--- config.mk ---
export PLATFORM = sky130hd
export DESIGN_NAME = alu_op_dispatch_decoder
export DESIGN_NICKNAME = d
export VERILOG_FILES = /design/src/rtl/alu_op_dispatch_decoder.sv
export SDC_FILE = /design/constraint.sdc
export NUM_CORES = 1
export LEC_CHECK = 0
export CORE_AREA = 8 8 45 47
export DETAILED_ROUTE_END_ITERATION = 6
export DIE_AREA = 0 0 53 55
export GPL_ROUTABILITY_DRIVEN = 0
export PLACE_DENSITY = 0.53
export SKIP_LAST_GASP = 1
export SYNTH_ARGS = -nofsm -noshare
export SYNTH_HDL_FRONTEND = slang
export SYNTH_SLANG_ARGS = --single-unit
--- constraint.sdc ---
create_clock -name clk -period 1.05 [get_ports clk]
set_input_delay 0.1575 -clock clk [delete_from_list [all_inputs] [get_ports clk]]
set_output_delay 0.1575 -clock clk [all_outputs]
set_load 0.005 [all_outputs]
--- src/rtl/alu_op_dispatch_decoder.sv ---
// Dispatch decoder: accepts an ALU op-select, holds a one-hot sub-unit enable for HOLD_CYCLES, then pulses done.
// Latency: enable rises the cycle after accept, done follows the hold period, in_ready returns one cycle after done.
// Backpressure: in_ready is high only in IDLE; requesters hold until accepted. Optional DEC_PERF_CNT_EN adds disp_cnt.
module alu_op_dispatch_decoder #(
  parameter int SEL_W       = 2,
  parameter int NUM_OUT     = 4,
  parameter int HOLD_CYCLES = 1
) (
  input  logic               clk,
  input  logic               rst,
  input  logic               in_valid,
  input  logic [SEL_W-1:0]   in_sel,
  output logic               in_ready,
  output logic [NUM_OUT-1:0] out_en,
  output logic [SEL_W-1:0]   out_sel_q,
  output logic               busy,
  output logic               done,
  output logic               err
`ifdef DEC_PERF_CNT_EN
  ,
  output logic [15:0]        disp_cnt
`endif
);

  // Hold counter only needs to reach HOLD_CYCLES-1; keep at least one bit.
  localparam int                CNT_W     = (HOLD_CYCLES > 1) ? $clog2(HOLD_CYCLES) : 1;
  localparam logic [CNT_W-1:0]  HOLD_INIT = CNT_W'(HOLD_CYCLES - 1);
  // One extra bit so NUM_OUT == 2**SEL_W is representable in the range check.
  localparam logic [SEL_W:0]    NUM_OUT_V = (SEL_W + 1)'(NUM_OUT);

  typedef enum logic [1:0] {
    ST_IDLE   = 2'd0,
    ST_ACTIVE = 2'd1,
    ST_DONE   = 2'd2
  } state_t;

  state_t           state;
  logic [CNT_W-1:0] hold_cnt;
  logic             accept;
  logic             legal;

  // Ready is a pure state decode; acceptance and range check feed only registers.
  always_comb begin
    in_ready = (state == ST_IDLE);
    accept   = in_valid && in_ready;
    legal    = ({1'b0, in_sel} < NUM_OUT_V);
  end

  // Main dispatch FSM with registered enable, select copy and status pulses.
  always_ff @(posedge clk) begin
    if (rst) begin
      state     <= ST_IDLE;
      out_en    <= '0;
      out_sel_q <= '0;
      busy      <= 1'b0;
      done      <= 1'b0;
      err       <= 1'b0;
      hold_cnt  <= '0;
    end else begin
      done <= 1'b0;
      err  <= 1'b0;
      case (state)
        ST_IDLE: begin
          if (accept) begin
            if (legal) begin
              state     <= ST_ACTIVE;
              out_en    <= NUM_OUT'(1) << in_sel;
              out_sel_q <= in_sel;
              hold_cnt  <= HOLD_INIT;
              busy      <= 1'b1;
            end else begin
              // Illegal select: flag it and stay ready for the next request.
              err <= 1'b1;
            end
          end
        end
        ST_ACTIVE: begin
          if (hold_cnt != '0) begin
            hold_cnt <= hold_cnt - CNT_W'(1);
          end else begin
            state  <= ST_DONE;
            out_en <= '0;
            busy   <= 1'b0;
            done   <= 1'b1;
          end
        end
        ST_DONE: begin
          state <= ST_IDLE;
        end
        default: begin
          state  <= ST_IDLE;
          out_en <= '0;
          busy   <= 1'b0;
        end
      endcase
    end
  end

`ifdef DEC_PERF_CNT_EN
  // Count legal dispatches; wraps naturally at 16 bits, illegal selects ignored.
  always_ff @(posedge clk) begin
    if (rst) begin
      disp_cnt <= '0;
    end else if (accept && legal) begin
      disp_cnt <= disp_cnt + 16'd1;
    end
  end
`endif

endmodule

==> metrics.md <==
| Metric | Value |
|---|---|
| Clock Latency Late Sink | `approximately 0.27 ns` |
| Yosys warnings | `0` |
| Int Power | `just under 0.7 mW` |
| # setup viols final | `0` |
| Switching power | `0.202 mW` |
| All-Layer GR Usage | `between 6 and 7%` |
| WP depth | `1` |
| Hold Vio Cnt, Final | `0` |
| Met2 WL | `351 µm` |
| Critical R2R Launch | `state[1]` |
| Share of total power in combinational logic | `~14%` |
| Clock root cell | `clkbuf_4` |
| Die footprint | `roughly 0.0029 mm²` |
| Max-slew violation count | `0` |
| MaxCap Viol Count | `0` |
| Hold WC Path Type | `input pin to register` |
| Cell count after synthesis | `41` |
| Layout cells sized above 1 | `about 28%` |
| WP buf/inv | `1` |
| Post-CTS setup buffer count | `0` |
| Max VDD drop | `~0.96 mV` |
| Pwr Total | `around 0.9 mW` |
| # rows | `14` |
| Max Freq | `approximately 1 GHz` |
| Bufs on Longest Clock Path | `2` |
| Dpl cell area | `569 µm²` |
| CP startpoint kind | `register` |
| CTS tree | `done` |
| Largest net degree at the start of global routing | `7` |
| Setup_tns | `0 ns` |
| Leak pwr | `~0.28 nW` |
| CTS Buf Count | `3` |
| Worst Min Path Start | `in_valid` |
| Pre-antenna DRT Iters | `4` |
| Initial antenna violation count | `0` |
| Vias in the first global route | `around 320` |
| Mapped Area | `roughly 370 µm²` |
| Setup ws final | `between 0.04 and 0.05 ns` |
| Placeable core area | `around 0.0014 mm²` |
| H-tree depth | `1` |
| Seq/Total Area, Yosys | `54.1%` |
| Area growth syn-to-layout | `61.5%` |
| Clk sinks | `10` |
| WL/cell | `around 11 µm` |
| Worst path slowest cell | `dfxtp_2` |
| Setup Skew | `~0.0099 ns` |
| DIE WIDTH | `roughly 53 µm` |
| DR vias/cell | `~4.3` |
| Post-route cell area | `around 600 µm²` |
| Cells on worst reg2reg path | `3` |
| WP data required | `between 0.8 and 0.9 ns` |
| RSZ-0062 raised after global routing | `false` |
| NumNets Final | `70` |
| Global-route wire length before repair | `1.36 mm` |
| Residual DRC | `0` |
| CTS clk-pin slew, worst paths | `around 0.08 ns` |
| FF-to-FF setup slack | `~0.080 ns` |
| Initial core utilization | `a little over a quarter` |
| Grt ovf | `0` |
| # diodes | `0` |
| Delay-heaviest family, CP | `flip-flops` |
| I/O pin count | `15` |
| I/O Buffers | `13` |
| Total wire length | `about 900 µm` |
| WL met3 | `~120 µm` |
| Seq cells post-synth | `10` |
| Iter 0 DRT Violations | `4` |
| Switch share | `22.9%` |
| Clock network power share | `between 40% and 50%` |
| End of the critical path | `busy` |
| RR Endpoint | `out_en[0]` |
| Syn Area/Cell | `around 9.0 µm²` |
| M1 WL | `about 430 µm` |
| Outcome | `finished clean` |
| Min Hold Slack | `around 0.32 ns` |
| Worst path cell trace | `dlygate4sd2_1` |
| Fin crit share | `95.8%` |
| DP Wirelength | `694 µm` |
| Crit Path Class | `register to primary output` |
| Max incr delay on CP | `around 0.32 ns` |
| CTS Hold Buffers Added | `0` |
| Post-DRT Antenna Nets | `0` |
| Beginning of the critical path | `busy` |
| Synth unique cells | `15` |
| Highest Signal Layer | `met3` |
| WP data arrival | `0.85 ns` |
| Sequential power share | `46.1%` |
| Crit path max fanout | `2` |
| Die Height | `55 µm` |
| Power per cell area | `roughly 1500 mW/mm²` |
| Critical Path Sink Type | `primary output` |
| Dpl ws | `-0.235 ns` |
| Tmin final | `between 1 and 1.5 ns` |
| Via count | `approximately 340` |
| Syn_nets | `46` |
[synth_stat cells, drive strengths merged]
| master | count | area (µm²) |
|---|---|---|
| buf | 1 | 7.51 |
| and2b | 1 | 8.76 |
| dfxtp | 10 | 200 |
| nand3 | 1 | 5.00 |
| or3 | 1 | 6.26 |
| nand2b | 1 | 13.8 |
| nand2 | 6 | 22.5 |
| nor3b | 3 | 22.5 |
| or2 | 1 | 6.26 |
| nand3b | 2 | 15.0 |
| o21ai | 2 | 10.0 |
| conb | 1 | 3.75 |
| a21oi | 6 | 30.0 |
| clkbuf | 1 | 3.75 |
| nor2 | 4 | 15.0 |
[through the flow]
| stage | util (%) | std cells |
|---|---|---|
| 4_1_cts | 42.9 | 80 |
| 2_1_floorplan | - | 41 |
| 3_3_place_gp | 41.1 | 76 |
| 3_5_place_dp | 41.1 | 76 |
| 5_1_grt | 43.2 | 80 |
| 6_report | 43.2 | 80 |
[state kept, by name (all words and copies together) (netlist names)]
name,flops
done,1
out_sel_q,2
busy,1
out_en,4
state,2
[power groups by stage]
stage | registers, mW | clock network (mW) | logic [mW]
global placement | 0.416 | 0 | 0.135
CTS | 0.407 | 0.364 | 0.122
floorplan | 0.419 | 0 | 0.0449
detailed placement | 0.416 | 0 | 0.134
global route | 0.411 | 0.384 | 0.135
finish | 0.407 | 0.354 | 0.122
[cell families after synthesis]
| group | after synthesis | share of synthesized area (%) |
|---|---|---|
| AOI/OAI and AO/OA | 8 | 10.8 |
| and+or+nand+nor | 20 | 31.1 |
| other | 1 | 1.01 |
| buffers and inverters | 2 | 3.04 |
| DFF | 10 | 54.1 |
[cell usage in the layout (no fill, tap or decap), drive strengths merged, types with 2 or more instances in the layout]
cell type,count
dfxtp,10
nand3b,2
buf,8
nor3b,3
nor2,4
clkdlybuf4s50,3
clkbuf,5
o21ai,2
dlygate4sd2,8
nand2,6
a21oi,6
[cell type report]
type / instances / area [µm²]
repair buffers: 21 / 178
well taps: 16 / 20.0
clock buffers: 4 / 36.3
flip-flops and latches: 10 / 203
fillers: 143 / 786
multi-input cells: 29 / 161
[metal layers]
layer  GRT usage (%)  vias up
met5               0        -
met4            1.29        0
met3            5.61        0
met2            9.18       14
met1            7.19      149
li1                -      181
[timing repair]
item,CTS,global route
pin swaps,0,1
gates resized for setup,9,6
endpoints found under the setup margin,9,7
endpoints found under the hold margin,0,0
[worst min path at each step]
stage / end / cells after the start
2_1_floorplan: out_sel_q[0] / 1
3_3_place_gp: out_en[0] / 2
3_5_place_dp: out_en[3] / 2
4_1_cts: out_en[3] / 2
5_1_grt: out_en[0] / 4
6_report: out_en[0] / 4
Power figures use the tool's default switching activity.
